$ cat src/rtl/stbuf_pkg.sv
// Shared types and constants for the store buffer.
package stbuf_pkg;

  localparam int unsigned LineAddrWidth   = 26;
  localparam int unsigned LineBytes       = 64;
  localparam int unsigned LineBits        = LineBytes * 8;
  localparam int unsigned DefaultDepth    = 4;
  localparam int unsigned DefaultPtrWidth = $clog2(DefaultDepth);

  typedef struct packed {
    logic                     valid;
    logic [LineAddrWidth-1:0] addr;
    logic [LineBytes-1:0]     mask;
    logic [LineBits-1:0]      data;
  } stbuf_entry_t;

  // Pointer width for a given depth; never narrower than one bit.
  function automatic int unsigned ptr_width(int unsigned depth);
    return (depth < 2) ? 1 : $clog2(depth);
  endfunction

endpackage

$ cat src/rtl/stbuf_merge.sv
// Byte-masked merge of a new store into an existing line.
// Mask bit n selects byte data[LineBits-1-8n -: 8].
module stbuf_merge
  import stbuf_pkg::*;
(
  input  logic [LineBits-1:0]  old_data_i,
  input  logic [LineBytes-1:0] old_mask_i,
  input  logic [LineBits-1:0]  new_data_i,
  input  logic [LineBytes-1:0] new_mask_i,
  output logic [LineBits-1:0]  merged_data_o,
  output logic [LineBytes-1:0] merged_mask_o
);

  // Replace each byte enabled by the new mask; keep the rest.
  always_comb begin
    merged_data_o = old_data_i;
    for (int n = 0; n < int'(LineBytes); n++) begin
      if (new_mask_i[n]) begin
        merged_data_o[int'(LineBits) - 1 - 8 * n -: 8] = new_data_i[int'(LineBits) - 1 - 8 * n -: 8];
      end
    end
  end

  assign merged_mask_o = old_mask_i | new_mask_i;

endmodule

$ cat src/rtl/store_buffer.sv
// Write-back store buffer: circular FIFO of full-line masked stores drained to L2.
// Define STBUF_COMBINE_EN to compile in write combining into non-head entries.
module store_buffer
  import stbuf_pkg::*;
#(
  parameter int unsigned DEPTH           = DefaultDepth,
  parameter int unsigned LINE_ADDR_WIDTH = LineAddrWidth
) (
  input  logic                       clk,
  input  logic                       reset_n,
  input  logic                       dwrite_i,
  input  logic [31:0]                daddress_i,
  input  logic [63:0]                dwrite_mask_i,
  input  logic [511:0]               ddata_i,
  output logic                       dstbuf_full_o,
  output logic                       l2_write_o,
  output logic [LINE_ADDR_WIDTH-1:0] l2_address_o,
  output logic [63:0]                l2_mask_o,
  output logic [511:0]               l2_data_o,
  input  logic                       l2_ack_i
);

  localparam int unsigned PtrW = ptr_width(DEPTH);
  localparam int unsigned CntW = $clog2(DEPTH + 1);
  localparam logic [CntW-1:0] FullCnt = CntW'(DEPTH);

  stbuf_entry_t            entries_q [DEPTH];
  stbuf_entry_t            entries_d [DEPTH];
  logic [PtrW-1:0]         head_q, head_d, tail_q, tail_d;
  logic [CntW-1:0]         count_q, count_d;
  logic                    full_q, full_d;

  logic [LineAddrWidth-1:0] new_addr;
  logic                     accept, pop, hit;
  stbuf_entry_t             head_entry;

  logic unused_addr_lsbs;
  assign unused_addr_lsbs = ^daddress_i[5:0];

  assign new_addr   = daddress_i[31:6];
  assign accept     = dwrite_i && !full_q;
  assign pop        = l2_ack_i && (count_q != '0);
  assign head_entry = entries_q[head_q];

`ifdef STBUF_COMBINE_EN
  logic [PtrW-1:0]      hit_idx;
  logic [LineBits-1:0]  merged_data;
  logic [LineBytes-1:0] merged_mask;

  // Find the unique valid non-head entry holding the same line.
  always_comb begin
    hit     = 1'b0;
    hit_idx = '0;
    for (int i = 0; i < int'(DEPTH); i++) begin
      if (entries_q[i].valid && (PtrW'(i) != head_q) && (entries_q[i].addr == new_addr)) begin
        hit     = 1'b1;
        hit_idx = PtrW'(i);
      end
    end
  end

  stbuf_merge u_merge (
    .old_data_i    (entries_q[hit_idx].data),
    .old_mask_i    (entries_q[hit_idx].mask),
    .new_data_i    (ddata_i),
    .new_mask_i    (dwrite_mask_i),
    .merged_data_o (merged_data),
    .merged_mask_o (merged_mask)
  );
`else
  assign hit = 1'b0;
`endif

  // Next-state: drain the head on ack, then allocate or merge the accepted store.
  always_comb begin
    entries_d = entries_q;
    head_d    = head_q;
    tail_d    = tail_q;
    count_d   = count_q;

    if (pop) begin
      entries_d[head_q].valid = 1'b0;
      head_d                  = head_q + 1'b1;
    end

    if (accept) begin
`ifdef STBUF_COMBINE_EN
      if (hit) begin
        entries_d[hit_idx].data = merged_data;
        entries_d[hit_idx].mask = merged_mask;
      end
`endif
      if (!hit) begin
        entries_d[tail_q] = '{valid: 1'b1, addr: new_addr, mask: dwrite_mask_i, data: ddata_i};
        tail_d            = tail_q + 1'b1;
      end
    end

    if ((accept && !hit) && !pop) begin
      count_d = count_q + 1'b1;
    end else if (!(accept && !hit) && pop) begin
      count_d = count_q - 1'b1;
    end

    full_d = (count_d == FullCnt);
  end

  // State registers; reset discards every queued store at once.
  always_ff @(posedge clk or negedge reset_n) begin
    if (!reset_n) begin
      entries_q <= '{default: '0};
      head_q    <= '0;
      tail_q    <= '0;
      count_q   <= '0;
      full_q    <= 1'b0;
    end else begin
      entries_q <= entries_d;
      head_q    <= head_d;
      tail_q    <= tail_d;
      count_q   <= count_d;
      full_q    <= full_d;
    end
  end

  // Present the head entry; fields read as zero while empty.
  always_comb begin
    dstbuf_full_o = full_q;
    l2_write_o    = (count_q != '0);
    l2_address_o  = '0;
    l2_mask_o     = '0;
    l2_data_o     = '0;
    if (l2_write_o) begin
      l2_address_o = LINE_ADDR_WIDTH'(head_entry.addr);
      l2_mask_o    = head_entry.mask;
      l2_data_o    = head_entry.data;
    end
  end

endmodule

$ cat config.mk
export PLATFORM = sky130hd
export DESIGN_NAME = store_buffer
export DESIGN_NICKNAME = d
export VERILOG_FILES = /design/src/rtl/stbuf_pkg.sv /design/src/rtl/stbuf_merge.sv /design/src/rtl/store_buffer.sv
export SDC_FILE = /design/constraint.sdc
export NUM_CORES = 2
export LEC_CHECK = 0
export CORE_AREA = 3 3 467 469
export CTS_BUF_LIST = sky130_fd_sc_hd__clkbuf_16
export DETAILED_ROUTE_END_ITERATION = 10
export DIE_AREA = 0 0 470 472
export GPL_TIMING_DRIVEN = 0
export PLACE_DENSITY = 0.76
export SYNTH_ARGS = -nofsm -noshare
export SYNTH_HDL_FRONTEND = slang
export SYNTH_SLANG_ARGS = --single-unit
$ cat constraint.sdc
create_clock -name clk -period 2.6 [get_ports clk]
set_input_delay 0.65 -clock clk [delete_from_list [all_inputs] [get_ports clk]]
set_output_delay 0.65 -clock clk [all_outputs]
set_load 0.01 [all_outputs]
Word-level counts from Yosys, hierarchy flattened
Index checks and enable logic that the tools add are counted.
{ "classes": {"addsub": 4, "magnitude_cmp": 4, "eq_ne": 1, "muxes": 16, "n_bitwise": 2, "reduce_logical": 10} }
{ "op_table": {"columns": ["cell", "count"], "rows": [
  ["$bwmux W2412", 2],
  ["$mux W2412", 2],
  ["$demux W603 S2", 2],
  ["$bmux W603 S2", 1],
  ["$mux W603", 2],
  ["$mux W602", 2],
  ["$mux W512", 1],
  ["$mux W64", 1],
  ["$mux W26", 1],
  ["$ge A3 B3 Y1 const B", 2],
  ["$logic_and A1 B1 Y1", 6],
  ["$lt A3 B1 Y1 const B", 2],
  ["$mux W3", 2],
  ["$not A2 Y3", 2],
  ["$add A2 B1 Y2 const B", 2],
  ["$add A3 B1 Y3 const B", 1],
  ["$eq A3 B3 Y1 const B", 1],
  ["$logic_not A1 Y1", 3],
  ["$reduce_bool A3 Y1", 1],
  ["$sub A3 B1 Y3 const B", 1]
]} }
{ "word_totals": {"register_bits": 2420, "inputBits": 612, "out_inout_bits": 604} }

Longest topological paths before layout
{ "depth": {"word_depth": 9, "depth_mapped": 8, "mapped_depth_nobuf": 7} }

Least setup slack after synthesis
OpenSTA, ideal clock, no wires.
{ "synth_timing": {"path_kind": "reg2out", "startpoint": "register count_q[0]", "endpoint": "output port l2_data_o[102]", "t_arrival_ns": 1.702, "t_required_ns": 1.950, "slack_ns": 0.248, "stages_incl_launch_ff": 9, "path_buffers": 3, "path_cell_list": "dfrtp_1 -> inv_1 -> ha_1 -> nor2b_1 -> inv_1 -> buf_2 -> clkbuf_1 -> clkbuf_1 -> and2_1"} }
{ "synth_between": {"elab_chain_cells": 2} }
{ "synth_lines": {"columns": ["element", "line_no", "rtl"], "rows": [
  ["start, declared", "store_buffer.sv:30", "logic [CntW-1:0] count_q, count_d;"],
  ["start signal, assigned", "store_buffer.sv:120", "count_q <= count_d;"],
  ["$reduce_bool A3 Y1", "store_buffer.sv:128", "l2_write_o = (count_q != '0);"],
  ["$mux W512", "store_buffer.sv:132", "if (l2_write_o) begin"],
  ["end, declared", "store_buffer.sv:19", "output logic [511:0] l2_data_o,"]
]} }
Every way passes these cells.

Worst setup path after layout
{ "layout_timing": {"startpoint": "register head_q[0]", "endpoint": "output port l2_data_o[455]"} }
{ "layout_between": {"elab_chain_cells": 5} }
{ "layout_lines": {"columns": ["element", "line_no", "rtl"], "rows": [
  ["start, declared", "store_buffer.sv:29", "logic [PtrW-1:0] head_q, head_d, tail_q, tail_d;"],
  ["start signal, assigned", "store_buffer.sv:112", "head_q <= '0;"],
  ["start signal, assigned", "store_buffer.sv:118", "head_q <= head_d;"],
  ["$not A2 Y3 (not written as such)", "store_buffer.sv:43", "assign head_entry = entries_q[head_q];"],
  ["$bmux W603 S2", "store_buffer.sv:43", null],
  ["$mux W602 (not written as such) (2 in series)", "store_buffer.sv:43", null],
  ["$mux W512", "store_buffer.sv:132", null]
]} }
Every way passes these cells. The select of a mux whose other input is x is not followed.

==> run_results.csv <==
group,metric,value,unit
status,status,"complete, but fails checks",
status,violations,"setup timing",
sta,max-slew-margin-rel,30.8,%
critical_path,crit_slowest_cell,"mux4_2",
cts,tritoncts,"done",
power_and_ir_drop,vdd_drop_max,0.00106,V
grt,grt_max_degree,192,
sta,fin_crit,3.68,ns
route,viasPerCell,5.74,
route,wl_per_cell,28.9,um
critical_path,max_stage_delay,0.54,ns
cts,cts_max_level,5,
min_path,holdCritPathClass,"in -> reg",
final_layout,finalNonFillerCells,11400,
grt,gr-total-overflow,0,
route,drc_errors,0,
place,place.gp.congestion,0.873,
final_layout,fillers,15100,
place,placed_cells,10600,
place,io_buffer_count,1208,
final_layout,stdcell_area,0.138,mm^2
logic_synthesis,syn_area_per_cell,16.7,um^2
floorplan,io_pins,1216,
grt,antenna_found_initial,149,
logic_synthesis,seq_area_frac_synth,55.4,%
sta,finalHoldViolations,0,
critical_path,cp-end-kind,"primary output",
floorplan,start_util,50.9,%
power_and_ir_drop,p_leak,0.0622,uW
sta,timing.clock.skew,0.0529,ns
sta,fin_crit_sh,141,%
critical_path,cp_top_family,"buffers and inverters",
cts,path_clk_slew,0.06,ns
sta,rsz0062_at_grt,"yes",
critical_path,crit_path_cell_trace,"buf_12 > clkbuf_16 > buf_6 > buf_12 > buf_4 > mux4_2 > and2_4 > dlymetal6s2s_1",
logic_synthesis,syn-cell-area,0.109,mm^2
critical_path,cp.arrival,3.03,ns
grt,busiest_layer,"met2",
route,first_pass_iters,5,
sta,setup_viol,1905,
power_and_ir_drop,powerDensity,1520,mW/mm^2
logic_synthesis,synth_seq_cells,2416,
place,dp_hpwl,233000,um
critical_path,required,1.95,ns
floorplan,core,0.214,mm^2
route,ant_nets,0,
floorplan,die_h,472,um
sta,maxSlewViolCount,0,
grt,met1_usage,35.9,%
logic_synthesis,syn_nets,7161,
critical_path,path_class,"reg -> out",
route,drt_iter0_drc,4042,
critical_path,cp_max_fo,10,
power_and_ir_drop,total_power,210000,uW
logic_synthesis,syn_inst,6542,
sta,fin_ws,-1.08,ns
final_layout,drive_above_1_share,53.0,%
floorplan,row_count,170,
cts,cts_sinks,2416,
sta,max_freq,272,MHz
critical_path,worstSetupStartpointType,"register",
grt,met2_usage,45.6,%
sta,setup_tns,-890.76,ns
floorplan,die_x,470,um
cts,cts_buffer_depth,4,
critical_path,path_buf_inv,6,
final_layout,layout_commonest_cell,"dfrtp_1",
grt,grt_pass1_vias,69900,
grt,use_met3,9.74,%
cts,root_buffer,"clkbuf_16",
final_layout,nets,8933,
route,finalWirelength,330000,um
final_layout,layout_common_cells,"dfrtp_1 (2415), mux2_2 (2408), clkdlybuf4s50_1 (621), mux4_2 (602), and2_1 (480)",
cts,clk_latency,0.93,ns
route,vias,65600,
place,pre_cts_ws,-2.56,ns
sta,max_slew.worst_pin.slew,1.04,ns
grt,grt_pass1_wl,476000,um
grt,track_usage,29.0,%
cts,cts_inserted_buffers,276,
logic_synthesis,yosysWarnings,0,
floorplan,die-area,0.222,mm^2
flow_run,cap_violations,0,
logic_synthesis,synth.distinct_cells,28,
place,dpl-instance-area,0.125,mm^2
critical_path,crit_top_cell,"buf_12",
final_layout,syn2layout_area_growth,26.6,%
==> cell families (layout without fill, tap and decap cells) <==
family,after synthesis,count (layout),synth area share [%]
multiplexers,3010,3010,37.3
flip-flops,2416,2416,55.4
AND/OR/NAND/NOR,623,623,3.57
buffers and inverters,473,2420,3.54
AO/OA/AOI/OAI,9,9,0.0562
adder cells (fa/ha/maj),7,7,0.0803
XOR/XNOR,4,4,0.0321
other,0,94,0
==> per-stage QoR <==
stage                     utilization (%)  hold WS [ns]
after global placement               58.2         0.480
after detailed placement             58.4         0.487
after CTS                            63.1        -0.310
final                                64.4         0.265
after global routing                 64.4         0.236
after floorplan                         -         0.354
==> path summary, 6_finish.rpt <==
kind / start / end / slack [ns] / cells after the start
worst min register to register: entries_q[7] / entries_q[7] / 0.50 / 1
worst max register to register: tail_q[0] / entries_q[2408] / -0.39 / 6
worst min-delay path: l2_ack_i / head_q[0] / 0.27 / 3
min in group asynchronous: reset_n / entries_q[1404] / 0.51 / 2
worst max-delay path: head_q[0] / l2_data_o[455] / -1.08 / 8
max in group asynchronous: reset_n / entries_q[1708] / -0.43 / 7
==> worst register-to-register path: stages, from the launching register on <==
cell     delay, ns
dfrtp_1       0.37
inv_1         0.09
ha_1          0.20
nand2_1       0.74
buf_2         0.63
buf_2         0.43
mux2_2        0.38
==> report_power, final <==
group	switching (uW)	internal, uW	total, uW
sequential	9180	57100	66300
combinational	46500	61600	108000
clock	15100	20700	35800
total	70900	139000	210000
==> state kept, by name, indices dropped and copies added (netlist names) <==
name	cells
count_q	3
dstbuf_full_o	1
entries_q	2408
head_q	2
tail_q	2
==> synthesized netlist by cell type <==
| cell type | instances | share of area (%) |
|---|---|---|
| mux4_2 | 602 | 12 |
| xnor2_1 | 4 | 0.032 |
| nand3_1 | 4 | 0.018 |
| buf_2 | 137 | 0.63 |
| a21oi_1 | 1 | 0.0046 |
| a32oi_1 | 1 | 0.0080 |
| nand2b_1 | 1 | 0.0057 |
| dfrtp_1 | 2416 | 55 |
| buf_4 | 1 | 0.0069 |
| clkbuf_1 | 74 | 0.25 |
| inv_1 | 6 | 0.021 |
| o31ai_1 | 1 | 0.0069 |
| nor2b_1 | 1 | 0.0057 |
| nand2_1 | 6 | 0.021 |
| nor2_1 | 1 | 0.0034 |
| nand4b_1 | 1 | 0.0080 |
| nor3_1 | 1 | 0.0046 |
| nand2_4 | 3 | 0.031 |
| o211ai_1 | 3 | 0.021 |
| o21ai_0 | 2 | 0.0092 |
| nor2b_2 | 1 | 0.0080 |
| a21o_1 | 1 | 0.0069 |
| ha_1 | 7 | 0.080 |
| and2_1 | 602 | 3.5 |
| or3_1 | 1 | 0.0057 |
| nand4_1 | 1 | 0.0057 |
| buf_6 | 255 | 2.6 |
| mux2_2 | 2408 | 25 |
==> layer usage <==
metal	routed length, um	share of wire, %
met1	127000	38
met2	157000	48
met3	27400	8.3
met4	18400	5.6
met5	609	0.18
==> area by class of cell <==
cell class,instances,area (um^2),area share (%)
sequential,2416,60500,43.8
inverter,6,22.5,0.0163
clock buffer,284,7110,5.15
multi-input combinational,3653,45100,32.6
buffer,463,5100,3.70
clock inverter,169,1030,0.743
timing repair buffer,1498,15500,11.2
antenna,94,235,0.170
tap,2838,3550,2.57
==> what timing repair did <==
action / in CTS / in global routing
hold endpoints to repair: 139 / 139
gates cloned: 16 / 24
pin swaps: 63 / 29
gates resized for setup: 1099 / 919
endpoints found under the setup margin: 2236 / 2373
setup buffers: 67 / 173
No activity file was read; power rests on OpenSTA's default activity.
